<file path="src/rtl/button_pkg.sv">
// ---------------------------------------------------------------------------
// button_pkg
//   Shared types and constants for the pushbutton front-end blocks.
//   Holds the debouncer FSM state encoding and the default debounce length
//   for the 50 MHz board clock.
// ---------------------------------------------------------------------------
package button_pkg;

    // Debouncer FSM states. The two *_WAIT states count stable samples
    // before committing to a press or a release.
    typedef enum logic [1:0] {
        IDLE,
        PRESS_WAIT,
        HELD,
        RELEASE_WAIT
    } state_t;

    // 20 ms of stable input at a 50 MHz clock.
    localparam int DEBOUNCE_20MS_50MHZ = 1_000_000;

endpackage : button_pkg

</file>
<file path="src/rtl/button_enable_pulser_sync_chain.sv">
// ---------------------------------------------------------------------------
// sync_chain
//   Flop-based synchroniser for a single asynchronous board input.
//   Reusable for any pin that needs to enter the clk domain.
//
// Parameters
//   STAGES     number of flops in the chain (at least 2)
//   RESET_VAL  value loaded into every flop during reset
//
// Ports
//   clk    in   system clock, rising edge
//   reset  in   synchronous active-low reset (0 = reset asserted)
//   d      in   asynchronous input
//   q      out  synchronised copy of d, STAGES edges late
// ---------------------------------------------------------------------------
module sync_chain #(
    parameter int   STAGES    = 2,
    parameter logic RESET_VAL = 1'b0
) (
    input  logic clk,
    input  logic reset,
    input  logic d,
    output logic q
);

    // A single flop gives no metastability protection, so refuse to build.
    if (STAGES < 2) begin : g_stages_check
        $error("sync_chain: STAGES must be at least 2");
    end

    logic [STAGES-1:0] sync_q;

    // Shift register: the input enters at bit 0 and leaves at the top bit.
    // Reset loads the idle level so downstream logic sees no spurious edge.
    always_ff @(posedge clk) begin
        if (!reset) begin
            sync_q <= {STAGES{RESET_VAL}};
        end else begin
            sync_q <= {sync_q[STAGES-2:0], d};
        end
    end

    assign q = sync_q[STAGES-1];

endmodule : sync_chain

</file>
<file path="src/rtl/button_enable_pulser.sv">
// ---------------------------------------------------------------------------
// button_enable_pulser
//   Turns a raw, bouncing pushbutton into a clean single-cycle enable pulse
//   for load-enabled registers, plus a debounced pressed level.
//
// Parameters
//   DEBOUNCE_CYCLES  consecutive stable samples needed to accept a press or
//                    a release (at least 2)
//   SYNC_STAGES      synchroniser depth (at least 2)
//   BTN_ACTIVE_LOW   1: btn_raw=0 means pressed; 0: btn_raw=1 means pressed
//
// Ports
//   clk        in   system clock, rising edge
//   reset      in   synchronous active-low reset (0 = reset asserted)
//   btn_raw    in   asynchronous pushbutton pin
//   enable     out  one-cycle pulse per accepted press (registered)
//   btn_level  out  debounced pressed level, 1 = pressed (registered)
// ---------------------------------------------------------------------------
module button_enable_pulser
    import button_pkg::*;
#(
    parameter int DEBOUNCE_CYCLES = DEBOUNCE_20MS_50MHZ,
    parameter int SYNC_STAGES     = 2,
    parameter bit BTN_ACTIVE_LOW  = 1'b1
) (
    input  logic clk,
    input  logic reset,
    input  logic btn_raw,
    output logic enable,
    output logic btn_level
);

    if (DEBOUNCE_CYCLES < 2 || SYNC_STAGES < 2) begin : g_param_check
        $error("button_enable_pulser: DEBOUNCE_CYCLES and SYNC_STAGES must both be at least 2");
    end

    // The counter only ever needs to reach DEBOUNCE_CYCLES-1.
    localparam int               CNT_W        = $clog2(DEBOUNCE_CYCLES);
    localparam logic [CNT_W-1:0] CNT_MAX      = CNT_W'(DEBOUNCE_CYCLES - 1);
    localparam logic [CNT_W-1:0] CNT_ONE      = CNT_W'(1);
    localparam logic             RELEASED_RAW = BTN_ACTIVE_LOW;

    logic             btn_sync;
    logic             pressed_s;
    state_t           state;
    state_t           state_next;
    logic [CNT_W-1:0] cnt;
    logic [CNT_W-1:0] cnt_next;
    logic             enable_next;
    logic             btn_level_next;

    // The synchroniser resets to the released pin level so that leaving
    // reset with the button up never looks like a press.
    sync_chain #(
        .STAGES    (SYNC_STAGES),
        .RESET_VAL (RELEASED_RAW)
    ) u_sync (
        .clk   (clk),
        .reset (reset),
        .d     (btn_raw),
        .q     (btn_sync)
    );

    // Normalise polarity so the rest of the logic always treats 1 as pressed.
    assign pressed_s = btn_sync ^ BTN_ACTIVE_LOW;

    // State, counter and both outputs are registered together; reset
    // discards any press in progress.
    always_ff @(posedge clk) begin
        if (!reset) begin
            state     <= IDLE;
            cnt       <= '0;
            enable    <= 1'b0;
            btn_level <= 1'b0;
        end else begin
            state     <= state_next;
            cnt       <= cnt_next;
            enable    <= enable_next;
            btn_level <= btn_level_next;
        end
    end

    // Debounce FSM. Any sample that disagrees with the pending transition
    // sends the FSM back to its previous stable state. enable defaults low,
    // so it is high only for the one cycle after entering HELD from a
    // qualified press; returning to HELD from a release bounce never
    // re-pulses.
    always_comb begin
        state_next     = state;
        cnt_next       = cnt;
        enable_next    = 1'b0;
        btn_level_next = btn_level;

        unique case (state)
            IDLE: begin
                if (pressed_s) begin
                    state_next = PRESS_WAIT;
                    cnt_next   = CNT_ONE;
                end
            end

            PRESS_WAIT: begin
                if (!pressed_s) begin
                    state_next = IDLE;
                    cnt_next   = '0;
                end else if (cnt == CNT_MAX) begin
                    state_next     = HELD;
                    enable_next    = 1'b1;
                    btn_level_next = 1'b1;
                end else begin
                    cnt_next = cnt + CNT_ONE;
                end
            end

            HELD: begin
                if (!pressed_s) begin
                    state_next = RELEASE_WAIT;
                    cnt_next   = CNT_ONE;
                end
            end

            RELEASE_WAIT: begin
                if (pressed_s) begin
                    state_next = HELD;
                    cnt_next   = '0;
                end else if (cnt == CNT_MAX) begin
                    state_next     = IDLE;
                    btn_level_next = 1'b0;
                end else begin
                    cnt_next = cnt + CNT_ONE;
                end
            end

            default: begin
                state_next     = IDLE;
                cnt_next       = '0;
                btn_level_next = 1'b0;
            end
        endcase
    end

endmodule : button_enable_pulser

</file>
<file path="config.mk">
export PLATFORM = sky130hd
export DESIGN_NAME = button_enable_pulser
export DESIGN_NICKNAME = d
export VERILOG_FILES = /design/src/rtl/button_pkg.sv /design/src/rtl/button_enable_pulser_sync_chain.sv /design/src/rtl/button_enable_pulser.sv
export SDC_FILE = /design/constraint.sdc
export NUM_CORES = 1
export LEC_CHECK = 0
export CAP_MARGIN = 25
export CELL_PAD_IN_SITES_DETAIL_PLACEMENT = 0
export CELL_PAD_IN_SITES_GLOBAL_PLACEMENT = 1
export CORE_UTILIZATION = 41
export CTS_BUF_LIST = sky130_fd_sc_hd__clkbuf_4 sky130_fd_sc_hd__clkbuf_8 sky130_fd_sc_hd__clkbuf_16
export DETAILED_ROUTE_END_ITERATION = 7
export GPL_ROUTABILITY_DRIVEN = 0
export PLACE_DENSITY = 0.75
export REMOVE_ABC_BUFFERS = 1
export SLEW_MARGIN = 10
export SYNTH_ARGS = -nofsm -noshare
export SYNTH_HDL_FRONTEND = slang
export SYNTH_HIERARCHICAL = 1
export SYNTH_SLANG_ARGS = --single-unit
export TNS_END_PERCENT = 5
</file>
<file path="constraint.sdc">
create_clock -name clk -period 1.8 [get_ports clk]
set_input_delay 0.36 -clock clk [delete_from_list [all_inputs] [get_ports clk]]
set_output_delay 0.36 -clock clk [all_outputs]
set_load 0.03 [all_outputs]
</file>
==> out/metrics.yaml, run 1 <==
outcome: "completed"
peakVddDrop_uv: 369
worstPathMaxFanout: 4
p_leak_nw: 0.678
final_util: 0.552
slew_headroom: 0.701
async_reset_ff_frac: 0
p_sw_w: 0.000206
die_area_mm2: 0.00358
cts_sinks: 26
post-route-period-util: 0.962
r2r_cells: 6
seqCellArea_um2: 523
drt-initial-drc-count: 53
ios: 5
power_density_mw_per_mm2: 546
slew_viol_final: 0
final_area_mm2: 0.00171
syn_area_mm2: 0.00137
fillers: 317
start_util: 0.442
synth-edff-count: 0
yosysSeqAreaShare: 0.379
core-area_mm2: 0.00310
end_kind: "flip-flop"
grt_pass1_vias: 1236
worstSetupPathType: "flip-flop to flip-flop"
clock_latency_ns: 0.32
htree_levels: 1
grt_pass1_wl_um: 5410
timing.fmax_mhz: 578
cts_tree: "built"
r2r_setup_slack_ns: 0.07
synth_seq_cells: 26
setup_tns_ns: 0
worst_pin_slew_ns: 0.446
drc: 0
clkPwrFrac: 0.320
clk_path_buf_depth: 2
power_frac_seq: 0.623
synth_cell_types: 46
syn2layout_area_growth_pct: 24.8
dpl_worst_slack_ns: 0.0386
firstDrtPassIters: 4
multi_input_area_um2: 850
cap_viol_max_count: 0
hp-class: "flip-flop to flip-flop"
die_y_um: 59.9
p_int_w: 0.000729
postCtsHoldBufs: 0
synth.avg_cell_area_um2: 8.86
grt.overflow.total: 0
grt_max_degree: 15
num_vias: 1260
critPathLaunchType: "flip-flop"
critical_path_arrival_ns: 1.97
grt.total_usage: 0.202
critPathRequiredTime_ns: 2.04
yosys_warnings: 6
portBuffers: 4
synth-main-ff-cell: "dfxtp_1"
placedInstanceArea_mm2: 0.00161
drive_gt1_frac: 0.262
fin_crit_ns: 1.73
antenna_cells: 0
final_nets: 188
holdPathStages: 1
die_w_um: 59.9
synthCells: 155
antenna_found_initial: 0
routed_wl_um: 3190
comb_power_share: 0.057
fin_ws_ns: 0.0687
cts_made_buffers: 3
postRouteAntennaNets: 0
setup_viol: 0
avgRoutedWirePerCell_um: 14.0
cts.clk_slew.worst_paths_ns: 0.15
vias_per_cell: 5.55
clock-skew-final_ns: 0.00672
sw_frac_of_total: 0.220
root_buffer: "clkbuf_4"
core.rowCount: 20
dp_hpwl_um: 2410
power.total_w: 0.000935
finalHoldViolCount: 0
[placed cells by master (no fill, tap or decap), types with 5 or more instances in the layout]
cell     synthesis  routed
nand2_1          7       7
o21ai_0          6       5
xor2_1           7       7
o21ai_1          6       7
nand3_1          9       8
dfxtp_1         26      24
nor2_1          19      19
buf_4            0      24
xnor2_1          6       6
[area by class of cell]
cell class,instances,area share
multi-input combinational,120,0.496
sequential,26,0.305
clock buffer,4,0.0212
tap,44,0.0321
timing repair buffer,29,0.137
inverter,4,0.00877
[flip-flops by register name, summed over array words and instances, names as in the netlist, named ones only]
| name | cells |
|---|---|
| cnt | 20 |
| enable | 1 |
| state | 1 |
| u_sync/sync_q | 2 |
| btn_level | 1 |
[synthesized netlist by cell type, types with 2 or more instances]
cell type  instances  share of area
nor3_1             3          0.011
o21ai_1            6          0.022
a21oi_1            2         0.0073
nor3b_1            2          0.011
nand4_1            4          0.018
xnor2_1            6          0.038
nand3_1            9          0.033
buf_2              3          0.011
nor2_2             2         0.0091
o2111ai_1          2          0.013
nand4_2            3          0.027
and4_1             2          0.013
nor2_1            19          0.052
and3_1             4          0.018
o21a_1             2          0.011
a31oi_1            2         0.0091
dfxtp_1           26           0.38
nand2_1            7          0.019
o21ai_0            6          0.022
xor2_1             7          0.045
nor4_1             5          0.023
nor2b_1            3          0.014
o211ai_1           3          0.016
nand2b_1           2         0.0091
inv_1              4          0.011
[through the flow]
stage / cells / hold slack [ns]
after floorplan: 150 / 0.386
after CTS: 225 / 0.464
final: 227 / 0.459
after global placement: 221 / 0.394
after detailed placement: 221 / 0.428
after global routing: 227 / 0.466
[logic make-up (layout without fill, tap and decap cells)]
| family | count (synthesis) | in the layout | share of synthesized area |
|---|---|---|---|
| xor+xnor | 13 | 13 | 0.0830 |
| compound gates | 31 | 31 | 0.150 |
| buf+inv | 9 | 37 | 0.0328 |
| mux | 2 | 2 | 0.0164 |
| simple gates | 73 | 73 | 0.329 |
| flops | 26 | 26 | 0.379 |
| fa+ha+maj | 1 | 1 | 0.00911 |
[critical path, cell delays in order (launching register included)]
cell	delay [ns]
dfxtp_1	0.37
ha_2	0.22
and3_4	0.22
nand4_2	0.16
nor2_2	0.17
mux2_1	0.34
o21a_1	0.17
[per-layer routing]
metal / up-vias / part of all wire / track usage
li1: 624 / - / -
met1: 611 / 0.43 / 0.242
met2: 18 / 0.52 / 0.351
met3: 7 / 0.027 / 0.0390
met4: 0 / 0.021 / 0.0831
met5: - / 0 / 0
[final timing paths]
check / startpoint / to
worst min-delay path: u_sync/sync_q[0]$_SDFF_PN1_ / u_sync/sync_q[1]$_SDFF_PN1_
worst max register to register: cnt[1]$_SDFFE_PN0P_ / btn_level$_SDFFE_PN0P_
worst max-delay path: cnt[1]$_SDFFE_PN0P_ / btn_level$_SDFFE_PN0P_
worst min register to register: u_sync/sync_q[0]$_SDFF_PN1_ / u_sync/sync_q[1]$_SDFF_PN1_
[repair_timing]
item / CTS / global route
resized for setup: 0 / 12
setup endpoints to repair: 0 / 19
setup buffers: 0 / 2
[power by group through the flow]
stage          sequential, W  combinational, W  clock, W
6_report            0.000583         0.0000529  0.000299
5_1_grt             0.000584         0.0000589  0.000339
4_1_cts             0.000583         0.0000530  0.000310
3_5_place_dp        0.000596         0.0000528         0
3_3_place_gp        0.000595         0.0000513         0
2_1_floorplan       0.000597         0.0000214         0
(Power assumes the default switching activity.)
==> run 2: changes to the inputs <==
HOLD_SLACK_MARGIN = 0.03   (was unset)
==> results of run 2 <==
Same layout as run 1: the final DEF is identical, and so are final timing and power.
==> run 3: changes to the inputs <==
CORE_MARGIN = 10   (was unset)
==> out/metrics.yaml, run 3 (same netlist as run 1, synthesis figures left out) <==
outcome: "completed"
end_kind: "output pin"
dp_hpwl_um: 2360
fillers: 302
rsz0062_at_grt: "yes"
firstDrtPassIters: 4
critPathLaunchType: "flip-flop"
finalNonFillerCells: 224
clock_latency_ns: 0.31
drive_gt1_frac: 0.222
cp_num_buf_inv: 1
critPathSlowestCell: "clkdlybuf4s50_1"
clock-skew-final_ns: 0.00361
grt_pass1_wl_um: 5350
post-route-period-util: 0.953
slowest_delay_ns: 0.67
critical-path-top-delay-family: "buffers and inverters"
cap_viol_max_count: 0
power_density_mw_per_mm2: 556
clk_path_buf_depth: 2
ios: 5
drc: 0
routed_wl_um: 3060
setup_viol: 0
seqCellArea_um2: 522
critPathRequiredTime_ns: 1.44
critical_path_arrival_ns: 1.36
die_area_mm2: 0.00606
htree_levels: 1
cts_setup_buffers: 0
p_leak_nw: 0.643
vias_per_cell: 5.48
dpl_worst_slack_ns: 0.0670
cts.clk_slew.worst_paths_ns: 0.14
peakVddDrop_uv: 280
grt_pass1_vias: 1181
core.rowCount: 20
layout_common_cells: "dfxtp_1, buf_4, nor2_1, nand3_1"
core-area_mm2: 0.00313
final_nets: 185
worstPathCellList: "clkdlybuf4s50_1"
cts_sinks: 26
worstPathMaxFanout: 3
grt.overflow.total: 0
grt_max_degree: 16
layout_commonest_cell: "dfxtp_1"
top_regs: "cnt (20), u_sync/sync_q (2)"
slew_headroom: 0.650
die_w_um: 77.9
postRouteAntennaNets: 0
cts_made_buffers: 3
worstSetupPathType: "flip-flop to output pin"
antenna_found_initial: 0
top_register: "cnt"
grt.total_usage: 0.104
avgRoutedWirePerCell_um: 13.7
hp-class: "flip-flop to flip-flop"
cts_tree: "built"
placedCellCount: 220
slew_viol_final: 0
die_y_um: 77.9
portBuffers: 4
num_vias: 1227
fin_crit_ns: 1.72
finalHoldViolCount: 0
drt-initial-drc-count: 42
antenna_cells: 0
syn2layout_area_growth_pct: 21.1
largest_register_ffs: 20
fin_ws_ns: 0.0842
multi_input_area_um2: 830
root_buffer: "clkbuf_4"
timing.fmax_mhz: 583
worst_pin_slew_ns: 0.524
start_util: 0.439
==> run 3: report_power, final <==
| group | switching [W] | internal (W) |
|---|---|---|
| sequential | 0.00000264 | 0.000580 |
| combinational | 0.0000276 | 0.0000212 |
| clock | 0.000169 | 0.000124 |
| total | 0.000199 | 0.000725 |
==> run 3: metrics by stage <==
step,instance area (um2),total power (W),utilization,hold slack [ns],setup TNS (ns)
after floorplan,1340,0.000618,-,0.386,-0.212
after detailed placement,1600,0.000644,0.512,0.392,0
after global routing,1660,0.000970,0.532,0.437,-0.161
final,1660,0.000924,0.532,0.423,0
after CTS,1640,0.000938,0.524,0.426,0
after global placement,1600,0.000643,0.512,0.393,0
==> run 3: layer usage <==
layer  up-vias  track usage  share of wire
li1        618            -              -
met1       593        0.129           0.47
met2        12        0.173           0.49
met3         4       0.0230          0.023
met4         0       0.0310          0.012
met5         -            0              0
==> run 3: worst reg2reg max path, stage by stage, from the launching register on <==
cell and delay, ns:
dfxtp_1 0.40, buf_4 0.16, nand3_1 0.19, nor4_4 0.31
nand3_1 0.15, a21o_1 0.20, a22o_1 0.22
==> run 3: what timing repair did <==
action	4_1_cts	5_1_grt
hold buffers	0	0
resized for setup	0	4
endpoints found under the setup margin	0	14
==> run 3: worst paths after layout <==
check	startpoint	end	slack, ns	cells after the start
worst max-delay path	btn_level$_SDFFE_PN0P_	btn_level	0.08	1
worst min-delay path	u_sync/sync_q[0]$_SDFF_PN1_	u_sync/sync_q[1]$_SDFF_PN1_	0.42	1
worst max register to register	cnt[6]$_SDFFE_PN0P_	cnt[17]$_SDFFE_PN0P_	0.09	6
worst min register to register	u_sync/sync_q[0]$_SDFF_PN1_	u_sync/sync_q[1]$_SDFF_PN1_	0.42	1
==> run 3: final cells by class <==
type                            instances  area share
Clock buffer                            4      0.0218
Inverter                                4     0.00903
Multi-Input combinational cell        120       0.499
Sequential cell                        26       0.314
Tap cell                               44      0.0331
Timing Repair Buffer                   26       0.123
